**config.mk**
```make
export PLATFORM = sky130hd
export DESIGN_NAME = axi_read_arbiter
export DESIGN_NICKNAME = d
export VERILOG_FILES = /design/src/rtl/axi_read_arbiter.sv
export SDC_FILE = /design/constraint.sdc
export NUM_CORES = 1
export LEC_CHECK = 0
export ABC_AREA = 1
export BUFFER_PORTS_ARGS = -buffer_cell sky130_fd_sc_hd__buf_2
export CAP_MARGIN = 10
export CORE_MARGIN = 10
export CORE_UTILIZATION = 39
export CTS_BUF_LIST = sky130_fd_sc_hd__clkbuf_4
export CTS_CLUSTER_DIAMETER = 30
export DETAILED_ROUTE_END_ITERATION = 10
export HOLD_SLACK_MARGIN = 0.1
export PLACE_DENSITY = 0.85
export SLEW_MARGIN = 25
export SYNTH_ARGS = -nofsm -noshare
export SYNTH_HDL_FRONTEND = slang
export SYNTH_SLANG_ARGS = --single-unit
```
**constraint.sdc**
```tcl
create_clock -name clk -period 2.7 [get_ports clk]
set_input_delay 0.27 -clock clk [delete_from_list [all_inputs] [get_ports clk]]
set_output_delay 0.27 -clock clk [all_outputs]
set_load 0.01 [all_outputs]
```
**src/rtl/axi_read_arbiter.sv**
```systemverilog
// Shares one AXI read channel between instruction fetch and data read.
// At most one outstanding read per requester; R beats are routed back by RID.
module axi_read_arbiter (
  input  logic        clk,
  input  logic        rst,
  input  logic        inst_req,
  input  logic [31:0] inst_addr,
  output logic        inst_addr_ok,
  output logic        inst_rvalid,
  output logic [31:0] inst_rdata,
  input  logic        inst_rready,
  input  logic        data_req,
  input  logic [31:0] data_addr,
  input  logic [2:0]  data_size,
  output logic        data_addr_ok,
  output logic        data_rvalid,
  output logic [31:0] data_rdata,
  input  logic        data_rready,
  output logic        inst_busy,
  output logic        data_busy,
  output logic [3:0]  arid,
  output logic [31:0] araddr,
  output logic [2:0]  arsize,
  output logic [7:0]  arlen,
  output logic [1:0]  arburst,
  output logic [1:0]  arlock,
  output logic [3:0]  arcache,
  output logic [2:0]  arprot,
  output logic        arvalid,
  input  logic        arready,
  input  logic [3:0]  rid,
  input  logic [31:0] rdata,
  input  logic [1:0]  rresp,
  input  logic        rlast,
  input  logic        rvalid,
  output logic        rready
);
  localparam logic [3:0] INST_ID = 4'd0;
  localparam logic [3:0] DATA_ID = 4'd1;
  localparam logic [0:0] IDLE    = 1'b0;
  localparam logic [0:0] ISSUE   = 1'b1;

  logic [0:0] state;
  logic       ar_hs;
  logic       inst_hit;
  logic       data_hit;
  logic       r_hs;
  logic       unused_r;

  // Single-beat INCR reads only.
  assign arlen   = 8'd0;
  assign arburst = 2'b01;
  assign arlock  = 2'b00;
  assign arcache = 4'd0;
  assign arprot  = 3'd0;

  assign arvalid      = (state == ISSUE);
  assign ar_hs        = arvalid && arready;
  assign inst_addr_ok = ar_hs && (arid == INST_ID);
  assign data_addr_ok = ar_hs && (arid == DATA_ID);

  always_ff @(posedge clk) begin
    if (rst) begin
      state  <= IDLE;
      arid   <= 4'd0;
      araddr <= 32'd0;
      arsize <= 3'd0;
    end else if (state == IDLE) begin
      // Data wins ties; it is held off by data_busy, so fetch still gets through.
      if (data_req && !data_busy) begin
        arid   <= DATA_ID;
        araddr <= data_addr;
        arsize <= data_size;
        state  <= ISSUE;
      end else if (inst_req && !inst_busy) begin
        arid   <= INST_ID;
        araddr <= inst_addr;
        arsize <= 3'd2;
        state  <= ISSUE;
      end
    end else if (arready) begin
      state <= IDLE;
    end
  end

  // Unknown RIDs are accepted and dropped so they cannot wedge the channel.
  assign inst_hit    = (rid == INST_ID);
  assign data_hit    = (rid == DATA_ID);
  assign rready      = inst_hit ? inst_rready : (data_hit ? data_rready : 1'b1);
  assign inst_rvalid = rvalid && inst_hit;
  assign data_rvalid = rvalid && data_hit;
  assign inst_rdata  = rdata;
  assign data_rdata  = rdata;
  assign r_hs        = rvalid && rready;

  // A set in the same cycle as a clear keeps the flag high.
  always_ff @(posedge clk) begin
    if (rst) begin
      inst_busy <= 1'b0;
      data_busy <= 1'b0;
    end else begin
      if (inst_addr_ok)          inst_busy <= 1'b1;
      else if (r_hs && inst_hit) inst_busy <= 1'b0;
      if (data_addr_ok)          data_busy <= 1'b1;
      else if (r_hs && data_hit) data_busy <= 1'b0;
    end
  end

  assign unused_r = ^{rresp, rlast};

endmodule

```
==> impl_metrics.ini <==
[detailed_routing]
drc = 0
postRouteAntennaNets = 0
drt-initial-drc-count = 54
totalWireLength_um = 7430
drt_pass1_iterations = 4
wl_per_cell_um = 14.6
vias_per_cell = 4.47
num_vias = 2281

[grt]
busiest_layer = met2
use_met1_pct = 12.8
grt_usage_pct = 13.6
grt_antenna_before_repair = 0
use_met2_pct = 24.4
grt_pass1_wl_um = 11300
use_met3_pct = 7.42
first_global_vias = 2288
gr-total-overflow = 0
grt_max_degree = 37

[setup_path]
critical-path-top-delay-family = simple AND/OR/NAND/NOR gates
path_max_fanout = 36
critPathLaunch = data_busy
cp-end-kind = flip-flop
path_common_cell = nor2_1
crit_chain = nor2_4 -> inv_2 -> o21ai_2 -> nand2_2 -> inv_4 -> nor2_1 -> nor2_1
crit_path_start_kind = flip-flop
reg2reg_slack_ps = 850
path_depth = 7
reg2reg_to = araddr[21]
cp_num_buf_inv = 2
worstRegToRegCells = 7
slowest_stage = nand2_2
cp-endpoint = araddr[21]
slowest_delay_ps = 560
crit_arrival_ps = 2080
critical_path_class = flip-flop to flip-flop
critPathRequiredTime_ps = 2940
r2r-start = data_busy

[yosys]
yosys_warnings = 0
ys_seq_elements = 39
synth_top_family_by_area = buffers and inverters
synthCells = 382
synth_simple_gate_area_share_pct = 28.5
ys_types = 21
synth_compound_area_share_pct = 8.23
synth.area.mux_share_pct = 0
syn-mean-instance-area_um2 = 6.56
synth-adder-area-share_pct = 0
synth_xor_area_share_pct = 0
synth.yosys.seq_area_share_pct = 31.1
synth.cell_area_um2 = 2510

[clock_tree]
root_buffer = clkbuf_4
cts_tree = built
clock_path_buffers = 2
cts-resized-gates = 0
h-tree-depth = 2
cts.clk_slew.worst_paths_ps = 120
postCtsSetupBuffers = 0
cts.sinks = 39
cts_inserted_buffers = 5
clock_latency_ps = 330
cts_hold_buffers = 0

[layout]
fin_area_um2 = 2640
final_nets = 546
layout-drive-gt1-share_pct = 31.4
finalNonFillerCells = 510
area.growth.synth_to_final_pct = 5.39
post-route-util_pct = 41.9
final_common_cell = buf_2
antennaDiodeCount = 0
final_cell_mix = 122 x buf_2, 108 x nand2_1, 70 x nor2_1
fillers = 683

[sta]
finalCritPeriodShare_pct = 68.4
finalCriticalPeriod_ps = 1850
setup_viol = 0
hold_viol_final = 0
tightest_slew_ps = 969
fin_skew_ps = 5.06
fmax_ghz = 0.542
rsz0062_at_grt = false
maxSlewHeadroom_pct = 35.4
slew_violations = 0
fin_setup_tns_ps = 0

[power_and_ir_drop]
p_int_mw = 0.974
power.total_mw = 1.43
power.density_nw_per_um2 = 540
switching_share_pct = 31.7
p_switching_mw = 0.453
p_leak_nw = 1.54
power_frac_clock_pct = 26.8
comb_power_share_pct = 26.6
power_frac_seq_pct = 46.6
peakVddDrop_mv = 0.218

[floorplanning]
design.core.area_um2 = 6310
chipWidth_um = 100
ios = 244
dieArea_um2 = 10000
rows = 29
start_util_pct = 39.7
fp.dieH_um = 100

[placement]
gp_congestion = 0.712
port_buffers = 122
dpl-instance-area_um2 = 2570
dp.cells = 502
dp_hpwl_um = 5890

[status]
status = complete, no violations

[job]
cap_violations = 0

[worst_hold_path]
hold_path_depth = 2
worstHoldPathType = input port to flip-flop
## final cells by class
cell class / instances / area (um2) / area share (%)
inverter: 15 / 58.8 / 2.23
tap: 77 / 96.3 / 3.65
clock inverter: 3 / 38.8 / 1.47
clock buffer: 5 / 37.5 / 1.42
multi-input combinational: 247 / 1000 / 38.0
sequential: 39 / 781 / 29.5
timing repair buffer: 124 / 626 / 23.7
## cell families after synthesis
group	Yosys count
buf+inv	116
flops	39
other cells	2
simple gates	185
compound gates	40
## through the flow
| stage | setup slack (ps) | hold slack, ps |
|---|---|---|
| 2_1_floorplan | 1480 | 339 |
| 3_3_place_gp | 869 | 449 |
| 3_5_place_dp | 811 | 459 |
| 4_1_cts | 821 | 128 |
| 5_1_grt | 685 | 143 |
| 6_report | 854 | 151 |
## sequential cells by signal, indices dropped and copies added (netlist names)
| name | count |
|---|---|
| data_busy | 1 |
| arvalid | 1 |
| arid | 1 |
| arsize | 3 |
| araddr | 32 |
| inst_busy | 1 |
## synth_stat cells
cell type	n	area share, %
buf_2	8	1.6
inv_1	13	1.9
buf_4	87	26
clkbuf_1	3	0.45
conb_1	2	0.30
inv_2	1	0.15
nand2_1	108	16
o21ai_0	6	1.2
buf_6	3	1.3
nand3_1	1	0.20
inv_4	1	0.25
dfxtp_1	39	31
nor2_4	1	0.45
o211ai_1	1	0.30
nor2_1	70	10
nand2_2	1	0.25
nor4_1	2	0.50
a21oi_1	5	1.0
o21ai_1	27	5.4
o21ai_2	1	0.35
nand4_1	2	0.50
## power groups by stage
| stage | clock network, mW | registers [mW] | logic, mW |
|---|---|---|---|
| 2_1_floorplan | 0 | 0.709 | 0.323 |
| 3_3_place_gp | 0 | 0.675 | 0.375 |
| 3_5_place_dp | 0 | 0.679 | 0.384 |
| 4_1_cts | 0.402 | 0.666 | 0.385 |
| 5_1_grt | 0.426 | 0.674 | 0.431 |
| 6_report | 0.382 | 0.665 | 0.380 |
## per-layer routing
metal	wire, um	up-vias
met2	3730	132
met1	2670	974
met5	0	-
li1	-	1159
met4	118	0
met3	913	16
## worst min path at each step
stage          startpoint        end
2_1_floorplan         rst    arid[0]
3_3_place_gp    arsize[0]  arsize[0]
3_5_place_dp    arsize[2]  arsize[2]
4_1_cts               rst  arsize[2]
5_1_grt               rst  inst_busy
6_report              rst  data_busy
Note: power is estimated with default switching activity, not from simulation.
